===== config.mk =====
export PLATFORM = sky130hd
export DESIGN_NAME = mem_arbiter
export DESIGN_NICKNAME = d
export VERILOG_FILES = /design/src/rtl/mem_arbiter.sv
export SDC_FILE = /design/constraint.sdc
export NUM_CORES = 1
export LEC_CHECK = 0
export CAP_MARGIN = 5
export CORE_MARGIN = 5
export CORE_UTILIZATION = 40
export DETAILED_ROUTE_END_ITERATION = 16
export PLACE_DENSITY = 0.79
export SETUP_SLACK_MARGIN = 0.02
export SYNTH_ARGS = -nofsm -noshare
export SYNTH_HDL_FRONTEND = slang
export SYNTH_SLANG_ARGS = --single-unit

===== constraint.sdc =====
create_clock -name clk -period 2.3 [get_ports clk]
set_input_delay 0.46 -clock clk [delete_from_list [all_inputs] [get_ports clk]]
set_output_delay 0.46 -clock clk [all_outputs]
set_load 0.005 [all_outputs]

===== src/rtl/mem_arbiter.sv =====
// Two-port (instruction/data) arbiter in front of a shared single-port 16-bit memory.
// Each access holds the memory for LAT cycles; contention alternates between ports.
module mem_arbiter #(
    parameter int unsigned ADDR_WIDTH = 16,
    parameter int unsigned LAT        = 4
) (
    input  logic                  clk,
    input  logic                  rst,
    input  logic                  i_req,
    input  logic [ADDR_WIDTH-1:0] i_addr,
    output logic [15:0]           i_rdata,
    output logic                  i_done,
    input  logic                  d_req,
    input  logic                  d_wr,
    input  logic [ADDR_WIDTH-1:0] d_addr,
    input  logic [15:0]           d_wdata,
    output logic [15:0]           d_rdata,
    output logic                  d_done,
    output logic                  mem_en,
    output logic                  mem_wr,
    output logic [ADDR_WIDTH-1:0] mem_addr,
    output logic [15:0]           mem_wdata,
    input  logic [15:0]           mem_rdata,
    output logic                  busy
);

    localparam int unsigned DATA_W = 16;
    localparam int unsigned CNT_W  = 4;
    localparam logic [CNT_W-1:0] CNT_INIT = CNT_W'(LAT - 1);
    localparam logic ONE_CYC = (LAT == 1);
    localparam logic [ADDR_WIDTH-1:0] ALIGN_MASK = ~ADDR_WIDTH'(1);

    typedef enum logic [1:0] {
        S_IDLE,
        S_BUSY,
        S_DONE
    } state_e;

    state_e                  state_q;
    logic [CNT_W-1:0]        cnt_q;
    logic                    sel_data_q;
    logic                    last_data_q;
    logic                    wr_q;
    logic [ADDR_WIDTH-1:0]   addr_q;
    logic [DATA_W-1:0]       wdata_q;
    logic [DATA_W-1:0]       i_rdata_q;
    logic [DATA_W-1:0]       d_rdata_q;
    logic                    en_q;
    logic                    wr_pulse_q;
    logic                    i_done_q;
    logic                    d_done_q;
    logic                    pick_data_c;

    // D wins when alone, or when both request and I was served last.
    assign pick_data_c = d_req && (!i_req || !last_data_q);

    always_ff @(posedge clk) begin
        if (rst) begin
            state_q     <= S_IDLE;
            cnt_q       <= '0;
            sel_data_q  <= 1'b0;
            last_data_q <= 1'b0;
            wr_q        <= 1'b0;
            addr_q      <= '0;
            wdata_q     <= '0;
            i_rdata_q   <= '0;
            d_rdata_q   <= '0;
            en_q        <= 1'b0;
            wr_pulse_q  <= 1'b0;
            i_done_q    <= 1'b0;
            d_done_q    <= 1'b0;
        end else begin
            i_done_q <= 1'b0;
            d_done_q <= 1'b0;
            case (state_q)
                S_IDLE: begin
                    if (i_req || d_req) begin
                        state_q     <= S_BUSY;
                        cnt_q       <= CNT_INIT;
                        sel_data_q  <= pick_data_c;
                        last_data_q <= pick_data_c;
                        en_q        <= 1'b1;
                        wdata_q     <= d_wdata;
                        addr_q      <= (pick_data_c ? d_addr : i_addr) & ALIGN_MASK;
                        wr_q        <= pick_data_c & d_wr;
                        wr_pulse_q  <= pick_data_c & d_wr & ONE_CYC;
                    end
                end
                S_BUSY: begin
                    if (cnt_q == '0) begin
                        state_q    <= S_DONE;
                        en_q       <= 1'b0;
                        wr_pulse_q <= 1'b0;
                        if (!wr_q) begin
                            if (sel_data_q) d_rdata_q <= mem_rdata;
                            else            i_rdata_q <= mem_rdata;
                        end
                        if (sel_data_q) d_done_q <= 1'b1;
                        else            i_done_q <= 1'b1;
                    end else begin
                        cnt_q <= cnt_q - CNT_W'(1);
                        // Arm the write strobe so it lands on the last BUSY cycle only.
                        if (cnt_q == CNT_W'(1)) wr_pulse_q <= wr_q;
                    end
                end
                S_DONE: begin
                    state_q <= S_IDLE;
                end
                default: begin
                    state_q <= S_IDLE;
                end
            endcase
        end
    end

    // Control strobes are squashed in any cycle rst is high, aborting a pending write.
    assign mem_en    = en_q & ~rst;
    assign mem_wr    = wr_pulse_q & ~rst;
    assign i_done    = i_done_q & ~rst;
    assign d_done    = d_done_q & ~rst;
    assign busy      = (state_q != S_IDLE) && !rst;
    assign mem_addr  = addr_q;
    assign mem_wdata = wdata_q;
    assign i_rdata   = i_rdata_q;
    assign d_rdata   = d_rdata_q;

endmodule


* Word-level counts from Yosys, hierarchy flattened *
Cells that the tools add are included.

storage, ports and cells
  flip-flop bits (word level) = 75
  bits of input ports = 69
  output and inout bits = 69
  word-level logic and storage cells = 64

operators by class
  $add $sub $neg = 1
  equality and inequality tests = 6
  mux-type cells = 16
  bitwise operators = 10
  reduce and logical (&&, ||, !) cells = 19

operators with widths
  cell                 count
  $mux 16              1
  $reduce_and 3->1     3
  $mux 4               2
  $pmux 4 s2           1
  $reduce_and 4->1     2
  $mux 1               7
  $ne 2x2->1 const B   3
  $and 1x1->1          5
  $not 1->1            5
  $eq 4x1->1 const B   1
  $logic_not 4->1      1
  $mux 2               2
  $pmux 1 s2           2
  $pmux 2 s2           1
  $reduce_and 2->1     2
  $reduce_bool 2->1    2
  $sub 4x1->4 const B  1
  $logic_not 1->1      3
  $ne 3x3->1 const B   1
  $reduce_or 3->1      1
  $eq 2x1->1 const B   1
  $logic_and 1x1->1    2
  $logic_not 2->1      1
  $logic_or 1x1->1     2

* Logic depth before layout (Yosys ltp) *
Gate-level depths: netlist (run 1).

  depth in word-level cells = 4
  gate-level depth with buffers = 8
  gate-level depth less buffers = 6

* Least setup slack after synthesis (run 1) *
OpenSTA, ideal clock, no wires.

  kind = register to register
  from = register cnt_q[0]
  to = register i_rdata_q[10] (netlist: i_rdata[10])
  setup time = 0.135 ns
  data arrival time = 1.827 ns
  data required time = 2.165 ns
  slack = 0.338 ns
  stages on the path, launching flop included = 9
  path buffers = 2
  clock period less this slack = 1.962 ns
  cells stage by stage = dfxtp_1 > inv_1 > ha_1 > or3b_4 > or4_4 > buf_6 > buf_12 > nand2_2 > a21oi_2

between the ends
  longest elaborated chain between the ends = 2

ends and longest elaborated chain
  element                     RTL line  source
  from (decl)                 40        logic [CNT_W-1:0] cnt_q;
  from (signal assigned)      101       cnt_q <= cnt_q - CNT_W'(1);
  $logic_not 4->1             90        if (cnt_q == '0) begin
  $reduce_and 4->1 (no line)  n/a
  to (signal assigned)        96        else i_rdata_q <= mem_rdata;
  to (decl)                   46        logic [DATA_W-1:0] i_rdata_q;

Every way passes these cells.
A chain may end at the register's enable or synchronous reset.

* Worst setup path after layout (run 1) *
  from = register cnt_q[0]
  to = register i_rdata_q[4] (netlist: i_rdata[4])

The elaborated chain is that of the path after synthesis.

==> metrics.md, run 1 <==
| Metric | Value |
|---|---|
| Required @ worst endpoint | `2.51 ns` |
| Hold-fix buffers, CTS | `0` |
| FP Rows | `31` |
| Area grow syn2layout | `54.6%` |
| Syn Inst Count | `276` |
| TritonCTS clock tree | `built` |
| Final Wtd Congestion | `0.794` |
| F_max | `0.494 GHz` |
| Chip Width | `95.2 um` |
| DIE AREA | `9060 um^2` |
| Starting Density | `40.5%` |
| Min-Delay Path Class | `in -> reg` |
| Via/cell ratio | `4.83` |
| Dpl hpwl | `5600 um` |
| Post-cts repair resize count | `0` |
| RSZ-0062 raised after global routing | `no` |
| Diodes inserted | `0` |
| CP Max Fanout | `16` |
| Fin util | `62.5%` |
| Post-Syn Area | `2900 um^2` |
| Fin. Hold Viols | `0` |
| Period utilization | `87.9%` |
| I/O pins | `138` |
| Synth unique cells | `39` |
| Drt pass-1 iters | `4` |
| Hold Slack | `0.417 ns` |
| Final Max Slew Viols | `0` |
| P per Cell Area | `680 nW/um^2` |
| Syn Area/Cell | `10.5 um^2` |
| Slowest stage delay, CP | `0.65 ns` |
| P_leak | `1.78 nW` |
| Post-route DRC | `0` |
| Routed wire per std cell | `14.6 um` |
| Max stage delay cell, worst path | `or4_4` |
| Htree depth | `3` |
| Most frequent cells in the layout | `clkdlybuf4s50_1 (133), dfxtp_1 (75), mux2i_1 (31), nor2_1 (24), nand2_1 (24)` |
| Total CTS buffers | `9` |
| Slew Limit Headroom | `22.4%` |
| Setup Buffers After CTS | `0` |
| Antenna viol nets, final | `0` |
| Vias in the first global route | `2621` |
| Crit Path Class | `reg -> reg` |
| Cell chain of the critical path | `inv_1 -> ha_1 -> or3b_4 -> or4_4 -> nand2_1 -> a21oi_1` |
| Total Routed Length | `7500 um` |
| Fillers | `616` |
| Initial antenna violation count | `0` |
| Worst path arrival time | `2.23 ns` |
| DR iter-0 viols | `45` |
| Maximum vdd drop | `0.351 mV` |
| CTS Sinks | `75` |
| Net count, final | `482` |
| Worst-case clock buffer depth | `2` |
| Core area | `7180 um^2` |
| Outcome | `finished clean` |
| GR Overflow Total | `0` |
| CTS root buf | `clkbuf_8` |
| Register area share after synthesis | `51.7%` |
| Worst Path Buf+Inv | `1` |
| Port-buffer cells | `134` |
| Dpl ws | `-0.0226 ns` |
| Clock Latency Late Sink | `0.34 ns` |
| CP Launch Type | `register` |
| Worst Tran Pin Value | `1.16 ns` |
| Tmin final | `2.02 ns` |
| Worst setup margin | `0.277 ns` |
| Clk slew on worst S/H paths | `0.08 ns` |
| Routed via count | `2483` |
| Setup-violating endpoint count in the final report | `0` |
| Synth Register Bits | `75` |
| Vert. Die Dim | `95.2 um` |
| First-pass GRT wire length | `12000 um` |
| Fraction of layout cells with a size suffix above 1 | `12.5%` |
| Largest net degree at the start of global routing | `31` |
| Syn Nets | `348` |
| Layout Skew | `0.0147 ns` |
| Gr usage total | `17.1%` |
| Max cap viols | `0` |
| Commonest non-fill, non-tap cell in the layout | `clkdlybuf4s50_1` |
| Setup crit end kind | `register` |
| Warnings, synthesis | `0` |
| Family with the most delay on the worst path | `simple AND/OR/NAND/NOR gates` |
routing by layer:
metal / GRT usage, % / up-vias / wire length (um)
li1: - / 1232 / -
met1: 19.7 / 1147 / 3140
met2: 27.9 / 98 / 3560
met3: 7.97 / 6 / 732
met4: 5.53 / 0 / 69
met5: 0 / - / 0
Yosys cell counts:
cell type | number | area share, %
nor2_1 | 25 | 3.2
nand2b_1 | 1 | 0.22
inv_1 | 3 | 0.39
nand3_1 | 3 | 0.52
a211oi_1 | 2 | 0.52
and3_1 | 1 | 0.22
or2b_2 | 1 | 0.30
a22o_1 | 16 | 4.8
xor2_1 | 2 | 0.60
buf_6 | 3 | 1.2
dlygate4sd1_1 | 2 | 0.60
a21oi_1 | 7 | 1.2
nand2_1 | 24 | 3.1
mux2i_1 | 31 | 11
mux2_2 | 1 | 0.39
a32o_1 | 1 | 0.34
o2bb2ai_1 | 15 | 4.5
o21ai_0 | 1 | 0.17
o311a_1 | 1 | 0.34
a21oi_2 | 10 | 3.0
nor2b_1 | 6 | 1.3
or4_4 | 1 | 0.39
buf_2 | 4 | 0.69
o21ai_1 | 1 | 0.17
and2_1 | 1 | 0.22
or3b_4 | 1 | 0.39
nand4b_1 | 1 | 0.30
ha_1 | 3 | 1.3
dfxtp_1 | 75 | 52
nor3b_1 | 1 | 0.26
buf_4 | 1 | 0.26
o21a_1 | 1 | 0.26
a21boi_0 | 1 | 0.26
nand2_2 | 10 | 2.2
conb_1 | 1 | 0.13
clkbuf_1 | 8 | 1.0
buf_12 | 1 | 0.69
nor3_1 | 8 | 1.4
nor4_4 | 1 | 0.73
registers in the layout, summed over array words and instances (netlist names), 2 cells and up:
register   count
state_q        2
mem_addr      15
mem_wdata     16
cnt_q          4
d_rdata       16
i_rdata       16
worst reg2reg max path: cells and delay by family, from the launching register on:
| kind | cells | cell delay, ns |
|---|---|---|
| AOI/OAI and AO/OA | 1 | 0.06 |
| buffers and inverters | 1 | 0.09 |
| DFF | 1 | 0.35 |
| adders and majority gates | 1 | 0.18 |
| and+or+nand+nor | 3 | 1.21 |
final cells by class:
type                       count  area [um^2]  area share, %
timing repair buffer         142         1410           31.4
clock inverter                 7         51.3           1.14
inverter                       3         11.3          0.251
multi-input combinational    179         1270           28.2
clock buffer                   9          124           2.76
sequential                    75         1500           33.5
tap                           99          124           2.76
worst paths after layout:
check / start / to / slack (ns) / cells past startpoint
max: cnt_q[0] / i_rdata[4] / 0.28 / 6
min: rst / last_data_q / 0.42 / 2
max reg2reg: cnt_q[0] / i_rdata[4] / 0.28 / 6
min reg2reg: i_rdata[0] / i_rdata[0] / 0.45 / 2
power breakdown:
group | leakage (nW) | total, mW | switching [mW] | internal, mW
registers | 0.613 | 1.48 | 0.0707 | 1.41
logic | 1.08 | 0.672 | 0.274 | 0.398
clock network | 0.0860 | 0.904 | 0.507 | 0.397
total | 1.78 | 3.05 | 0.852 | 2.20
through the flow:
stage / TNS, ns / total power, mW / instance area [um^2] / instances
final: 0 / 3.05 / 4490 / 514
after global routing: 0 / 3.24 / 4490 / 514
after CTS: 0 / 3.10 / 4490 / 514
after detailed placement: -0.0830 / 2.19 / 4310 / 498
after global placement: 0 / 2.17 / 4310 / 498
after floorplan: 0 / 1.81 / 2900 / 276
cells by family after synthesis:
kind of cell             count (synthesis)  synth area share, %
flip-flops                              75                 51.7
buffers and inverters                   22                 4.83
other                                    1                0.129
AND/OR/NAND/NOR                         85                 14.7
adder cells (fa/ha/maj)                  3                 1.29
XOR/XNOR                                 2                0.604
multiplexers                            32                 11.1
AO/OA/AOI/OAI                           56                 15.6
(Power assumes the default switching activity.)
==> run 2: changes to the inputs <==
--- a/config.mk
+++ b/config.mk
@@ -7,10 +7,11 @@
 export LEC_CHECK = 0
 export CAP_MARGIN = 5
 export CORE_MARGIN = 5
-export CORE_UTILIZATION = 40
+export CORE_UTILIZATION = 41
 export DETAILED_ROUTE_END_ITERATION = 16
-export PLACE_DENSITY = 0.79
-export SETUP_SLACK_MARGIN = 0.02
+export PLACE_DENSITY = 0.8
+export RECOVER_POWER = 25
+export SETUP_SLACK_MARGIN = 0.5
 export SYNTH_ARGS = -nofsm -noshare
 export SYNTH_HDL_FRONTEND = slang
 export SYNTH_SLANG_ARGS = --single-unit
==> metrics.md, run 2 (synthesis gave the netlist of run 1 again) <==
| Metric | Value |
|---|---|
| Part of the power in the clock network | `31.5% (+1.9 points)` |
| Worst Path Buf+Inv | `1 (unchanged)` |
| Most frequent cells in the layout | `clkdlybuf4s50_1 (115), dfxtp_1 (73), mux2i_1 (31), nor2_1 (24), nand2_1 (19)` |
| Via/cell ratio | `4.94 (+2.2%)` |
| Initial antenna violation count | `0 (unchanged)` |
| Tmin final | `2.00 ns (-0.0176 ns)` |
| Chip Width | `94.1 um (-1.1%)` |
| Slowest stage delay, CP | `0.64 ns (about the same)` |
| P_int | `2.32 mW (+5.2%)` |
| Routed via count | `2553 (+2.8%)` |
| Non-Filler Instances | `517 (+0.58%)` |
| Total Routed Length | `8020 um (+7.0%)` |
| Outcome | `finished clean` |
| Routed wire per std cell | `15.5 um (+6.4%)` |
| DIE AREA | `8860 um^2 (-2.2%)` |
| Final Wtd Congestion | `0.706 (-11%)` |
| F_max | `0.499 GHz (+0.88%)` |
| CP Launch Type | `register` |
| Slew Limit Headroom | `25.6% (+3.2 points)` |
| Drt pass-1 iters | `4 (unchanged)` |
| Core area | `6830 um^2 (-4.8%)` |
| Placed Area | `4340 um^2 (+0.61%)` |
| Clk slew on worst S/H paths | `0.07 ns (about the same)` |
| Final instance area | `4570 um^2 (+1.8%)` |
| Largest net degree at the start of global routing | `28 (-9.7%)` |
| Hold-fix buffers, CTS | `0 (unchanged)` |
| P_leak | `1.85 nW (+4.3%)` |
| Htree depth | `3 (unchanged)` |
| Crit Path Class | `reg -> reg` |
| Commonest non-fill, non-tap cell in the layout | `clkdlybuf4s50_1` |
| Antenna viol nets, final | `0 (unchanged)` |
| Clock Latency Late Sink | `0.34 ns (about the same)` |
| Net count, final | `488 (+1.2%)` |
| FP Rows | `30 (-3.2%)` |
| Gr usage total | `18.3% (+1.2 points)` |
| Fillers | `567 (-8.0%)` |
| Max stage delay cell, worst path | `or4_4` |
| Cell chain of the critical path | `inv_1 -> ha_1 -> or3b_1 -> or4_4 -> nand2_2 -> a21oi_2` |
| Sequential Power Share | `46.6% (-1.8 points)` |
| DR iter-0 viols | `90 (+100%)` |
| Switch Pwr | `866 uW (+1.6%)` |
| TNS Setup | `0 ns (unchanged)` |
| Layout Skew | `0.00715 ns (-0.00758 ns)` |
| Period utilization | `87.2% (-0.76 points)` |
| Diodes inserted | `0 (unchanged)` |
| Min-Delay Path Class | `reg -> reg` |
| First-pass GRT wire length | `12600 um (+4.5%)` |
| Fin util | `66.9% (+4.3 points)` |
| Worst-case clock buffer depth | `2 (unchanged)` |
| # placed instances | `497 (-0.20%)` |
| Family with the most delay on the worst path | `simple AND/OR/NAND/NOR gates` |
| Switch share | `27.2% (-0.68 points)` |
| Final Power | `3.18 mW (+4.2%)` |
| Required @ worst endpoint | `2.53 ns (+0.02 ns)` |
| I/O pins | `138 (unchanged)` |
| CTS root buf | `clkbuf_8` |
| Starting Density | `42.5% (+2.0 points)` |
| Maximum vdd drop | `0.342 mV (-2.6%)` |
| Worst path arrival time | `2.23 ns (about the same)` |
| CTS Sinks | `75 (unchanged)` |
| RSZ-0062 raised after global routing | `yes` |
| Dpl hpwl | `5840 um (+4.3%)` |
| Port-buffer cells | `134 (unchanged)` |
| Vert. Die Dim | `94.1 um (-1.1%)` |
| Post-route DRC | `0 (unchanged)` |
| Comb pwr share | `21.9% (about the same)` |
| P per Cell Area | `696 nW/um^2 (+2.4%)` |
| TritonCTS clock tree | `built` |
| GR Overflow Total | `0 (unchanged)` |
| CP Max Fanout | `8 (-8)` |
| Total CTS buffers | `9 (unchanged)` |
| Fin. Hold Viols | `0 (unchanged)` |
| Setup crit end kind | `register` |
| Area grow syn2layout | `57.4%` |
| Vias in the first global route | `2620 (-0.038%)` |
| Setup-violating endpoint count in the final report | `0 (unchanged)` |
| Worst Tran Pin Value | `1.11 ns (-0.0474 ns)` |
| Fraction of layout cells with a size suffix above 1 | `15.4% (+2.9 points)` |
| Final Max Slew Viols | `0 (unchanged)` |
| Max cap viols | `0 (unchanged)` |
[run 2: cell type report]
cell class / count / area, um^2 / area share [%]
clock buffer: 9 / 124 / 2.71
multi-input combinational: 180 / 1310 / 28.6
tap: 96 / 120 / 2.63
sequential: 75 / 1510 / 33.0
timing repair buffer: 147 / 1420 / 31.1
inverter: 3 / 13.8 / 0.301
clock inverter: 7 / 75.1 / 1.64
[run 2: per-layer routing]
layer | global-route usage [%] | routed length (um)
met3 | 7.53 | 743
met1 | 21.7 | 3530
met2 | 29.0 | 3620
met4 | 7.70 | 135
met5 | 0 | 0
[run 2: stage by stage]
| step | hold slack (ns) | setup WS (ns) |
|---|---|---|
| 6_report | 0.464 | 0.295 |
| 4_1_cts | 0.464 | 0.454 |
| 3_5_place_dp | 0.446 | -0.147 |
| 5_1_grt | 0.486 | 0.217 |
| 2_1_floorplan | 0.453 | 0.449 |
| 3_3_place_gp | 0.443 | -0.0672 |
[run 2: path summary, 6_finish.rpt]
check	end	slack, ns	from	cells past startpoint
worst min-delay path	i_rdata[4]	0.46	i_rdata[4]	2
worst max-delay path	i_rdata[3]	0.30	cnt_q[1]	6
worst min register to register	i_rdata[4]	0.46	i_rdata[4]	2
worst max register to register	i_rdata[3]	0.30	cnt_q[1]	6
[run 2: tightest hold or removal path: stages (launching register included)]
cell	delay, ns
dfxtp_1	0.32
nand2_1	0.05
a21oi_1	0.05
[run 2: power by group through the flow]
stage               sequential [mW]  combinational, mW  clock (mW)
floorplan                      1.51              0.313           0
global placement               1.51              0.672           0
detailed placement             1.51              0.689           0
CTS                            1.49              0.699        1.03
global route                   1.50              0.756        1.09
finish                         1.48              0.697        1.00
[run 2: what timing repair did]
action / in CTS / in global routing
endpoints found under the setup margin: 53 / 23
pin swaps: 0 / 26
gates cloned: 1 / 0
gates resized for setup: 11 / 12
setup buffers: 0 / 3
==> run 3: changes to the inputs <==
--- a/config.mk
+++ b/config.mk
@@ -5,11 +5,12 @@
 export SDC_FILE = /design/constraint.sdc
 export NUM_CORES = 1
 export LEC_CHECK = 0
+export ABC_AREA = 1
 export CAP_MARGIN = 5
 export CORE_MARGIN = 5
 export CORE_UTILIZATION = 41
 export DETAILED_ROUTE_END_ITERATION = 16
-export PLACE_DENSITY = 0.8
+export PLACE_DENSITY = 0.79
 export RECOVER_POWER = 25
 export SETUP_SLACK_MARGIN = 0.5
 export SYNTH_ARGS = -nofsm -noshare
==> metrics.md, run 3 <==
| Metric | Value |
|---|---|
| Htree depth | `3 (unchanged)` |
| Setup Buffers After CTS | `0 (unchanged)` |
| Worst-case clock buffer depth | `2 (unchanged)` |
| Multi-input gate area | `1240 um^2 (-4.8%)` |
| Period utilization | `79.2% (-7.9 points)` |
| Worst path arrival time | `2.10 ns (-0.13 ns)` |
| Post-route DRC | `0 (unchanged)` |
| Synth unique cells | `22 (-44%)` |
| Hold-fix buffers, CTS | `0 (unchanged)` |
| Layout Skew | `0.00951 ns (+0.00236 ns)` |
| Post-synthesis adder-cell area fraction | `1.24% (-0.054 points)` |
| Required @ worst endpoint | `2.58 ns (+0.05 ns)` |
| Reg-to-Reg Start | `cnt_q[0]` |
| Syn Inst Count | `423 (+53%)` |
| CTS root buf | `clkbuf_8` |
| Worst Hold Path Cells | `2 (unchanged)` |
| Gr usage total | `17.6% (-0.70 points)` |
| TritonCTS clock tree | `built` |
| Area grow syn2layout | `52.3%` |
| Fillers | `642 (+13%)` |
| Main combinational cell family by area after synthesis | `simple AND/OR/NAND/NOR gates` |
| Setup-violating endpoint count in the final report | `0 (unchanged)` |
| Fraction of layout cells with a size suffix above 1 | `6.41% (-9.0 points)` |
| Top-count cell post-synth | `nand2_1` |
| Setup crit end kind | `register` |
| Starting Density | `42.0% (-0.49 points)` |
| I/O pins | `138 (unchanged)` |
| Sequential Power Share | `44.7% (-1.9 points)` |
| Post-synthesis mux area share | `0% (-11 points)` |
| CP Launch Type | `register` |
| Vert. Die Dim | `96.0 um (+1.9%)` |
| Synth Area in XOR/XNOR | `0% (-0.60 points)` |
| Yosys top cell area share | `49.5% (-2.2 points)` |
| Final Max Slew Viols | `0 (unchanged)` |
| Worst path most repeated cell | `nor2_1` |
| Drt pass-1 iters | `4 (unchanged)` |
| Synth Register Bits | `75 (unchanged)` |
| Vias in the first global route | `2840 (+8.4%)` |
| P_int | `2.47 mW (+6.9%)` |
| Clk slew on worst S/H paths | `0.07 ns (about the same)` |
| First-pass GRT wire length | `12500 um (-0.72%)` |
| DIE AREA | `9210 um^2 (+3.9%)` |
| Min-Delay Path Class | `in -> reg` |
| FP Rows | `31 (+3.3%)` |
| Slowest stage delay, CP | `0.43 ns (-0.21 ns)` |
| Post-synth top cells | `nand2_1 (138), nor2_1 (94), dfxtp_1 (75)` |
| Reg area | `1510 um^2 (-0.25%)` |
| Via/cell ratio | `4.54 (-8.1%)` |
| Initial antenna violation count | `0 (unchanged)` |
| Register area share after synthesis | `49.5% (-2.2 points)` |
| Switch share | `27.3% (+0.072 points)` |
| Simple-gate area share of the yosys netlist | `32.6% (+18 points)` |
| Area leader, netlist | `dfxtp_1` |
| Placed Area | `4400 um^2 (+1.4%)` |
| Antenna viol nets, final | `0 (unchanged)` |
| Crit Path Class | `reg -> reg` |
| Post-Syn Area | `3030 um^2 (+4.4%)` |
| Comb pwr share | `22.9% (+1.0 points)` |
| Cell chain of the critical path | `inv_1 -> ha_1 -> nand3_1 -> nor2_4 -> buf_4 -> nor2_1 -> nor2_1` |
| Fin util | `64.0% (-2.9 points)` |
| P_leak | `2.00 nW (+8.0%)` |
| Part of the power in the clock network | `32.4% (+0.9 points)` |
| Worst reg2reg path depth | `7 (+1)` |
| Clock Latency Late Sink | `0.34 ns (about the same)` |
| Hold Path End | `en_q` |
| Most frequent cells in the layout | `nand2_1 (139), clkdlybuf4s50_1 (122), nor2_1 (93), dfxtp_1 (74), inv_1 (33)` |
| Final Power | `3.40 mW (+7.0%)` |
| Diodes inserted | `0 (unchanged)` |
| P per Cell Area | `738 nW/um^2 (+5.9%)` |
| Port-buffer cells | `134 (unchanged)` |
| Hold Slack | `0.450 ns (-0.0143 ns)` |
| GR Overflow Total | `0 (unchanged)` |
| Maximum vdd drop | `0.398 mV (+17%)` |
| CP Max Fanout | `14 (+6)` |
| F_max | `0.549 GHz (+10%)` |
| Fin. Hold Viols | `0 (unchanged)` |
| Syn Nets | `495 (+42%)` |
| Commonest non-fill, non-tap cell in the layout | `nand2_1` |
| Chip Width | `96.0 um (+1.9%)` |
| TNS Setup | `0 ns (unchanged)` |
| Routed wire per std cell | `12.4 um (-20%)` |
| Dpl hpwl | `6230 um (+6.7%)` |
| CTS Sinks | `75 (unchanged)` |
| Compound-Gate Fraction of Synth Area | `7.10% (-8.5 points)` |
| Max cap viols | `0 (unchanged)` |
| Total CTS buffers | `9 (unchanged)` |
| Number of synthesized flops with an enable pin | `0 (unchanged)` |
| Switch Pwr | `929 uW (+7.3%)` |
| Total Routed Length | `8200 um (+2.1%)` |
| R2r endpoint | `d_rdata[9]` |
| Warnings, synthesis | `0 (unchanged)` |
| Core area | `7210 um^2 (+5.6%)` |
| RSZ-0062 raised after global routing | `no` |
| Max stage delay cell, worst path | `nor2_4` |
| Tmin final | `1.82 ns (-0.183 ns)` |
| Outcome | `finished clean` |
| DR iter-0 viols | `102 (+13%)` |
| Final Wtd Congestion | `0.762 (+7.9%)` |
| HP Start | `rst` |
| Net count, final | `629 (+29%)` |
| Final instance area | `4610 um^2 (+1.0%)` |
| Top FF cell, synth | `dfxtp_1` |
| Routed via count | `3001 (+18%)` |
| R2R setup slack | `0.48 ns (+0.18 ns)` |
| Largest net degree at the start of global routing | `34 (+21%)` |
| FFs w/ async S/R, synth | `0% (unchanged)` |
| Syn Area/Cell | `7.16 um^2 (-32%)` |
| Area contributors post-synth | `dfxtp_1 (50%), nand2_1 (17%), nor2_1 (12%)` |
run 3: cell types whose count changed after synthesis, sizes merged, moves of 4 or more:
cell     before  now
mux2i        31    0
buf           9   19
o21ai         2   36
a22o         16    0
o2bb2ai      15    0
nand2        34  139
nand3         3    7
nor2         25  100
nor3          8    1
clkbuf        8    1
nor2b         6    0
inv           3   35
a21oi        17    5
run 3: repair_timing:
item | CTS | global route
resized for setup | 10 | 4
cloned | 0 | 1
endpoints found under the hold margin | 0 | 0
setup endpoints to repair | 5 | 20
pin swaps | 1 | 1
run 3: power groups by stage:
stage / combinational [mW] / sequential, mW / clock, mW
final: 0.780 / 1.52 / 1.10
after global routing: 0.872 / 1.54 / 1.19
after CTS: 0.799 / 1.52 / 1.13
after detailed placement: 0.797 / 1.55 / 0
after global placement: 0.782 / 1.54 / 0
after floorplan: 0.374 / 1.55 / 0
run 3: worst max path at each step:
stage,depth (start not counted),slack (ns),to,startpoint
2_1_floorplan,8,1.04,d_rdata[12],cnt_q[0]
3_3_place_gp,3,0.09,mem_en,rst
3_5_place_dp,3,0.07,mem_en,rst
4_1_cts,3,0.48,mem_en,en_q
5_1_grt,8,0.27,i_rdata[9],cnt_q[0]
6_report,7,0.48,d_rdata[9],cnt_q[0]
run 3: logic make-up (layout without fill, tap and decap cells):
kind of cell	count (synthesis)	count (layout)
compound gates	42	42
fa+ha+maj	3	3
buf+inv	55	193
flops	75	75
other cells	1	1
simple gates	247	248
run 3: layer usage:
layer	part of all wire (%)	global-route usage, %	wire [um]	vias up
met4	2.4	8.89	194	0
met3	10	7.66	824	18
li1	-	-	-	1543
met2	49	29.4	4050	97
met5	0	0	0	-
met1	38	18.8	3130	1343
run 3: through the flow:
step / cells / worst slack, ns
CTS: 660 / 0.477
global route: 661 / 0.271
detailed placement: 644 / 0.0724
finish: 661 / 0.478
global placement: 644 / 0.0943
floorplan: 423 / 1.04
run 3: cell type report:
| class | instances | share of cell area (%) |
|---|---|---|
| well taps | 99 | 2.68 |
| multi-input cells | 294 | 26.9 |
| clock buffers | 10 | 2.77 |
| flip-flops and latches | 75 | 32.6 |
| clock inverters | 6 | 1.93 |
| repair buffers | 142 | 30.2 |
| inverters | 35 | 2.87 |
run 3: critical path, delay by kind of cell (launching register included):
family	cells	cell delay, ns
buffers and inverters	2	0.32
adder cells (fa/ha/maj)	1	0.21
flip-flops	1	0.33
AND/OR/NAND/NOR	4	0.90
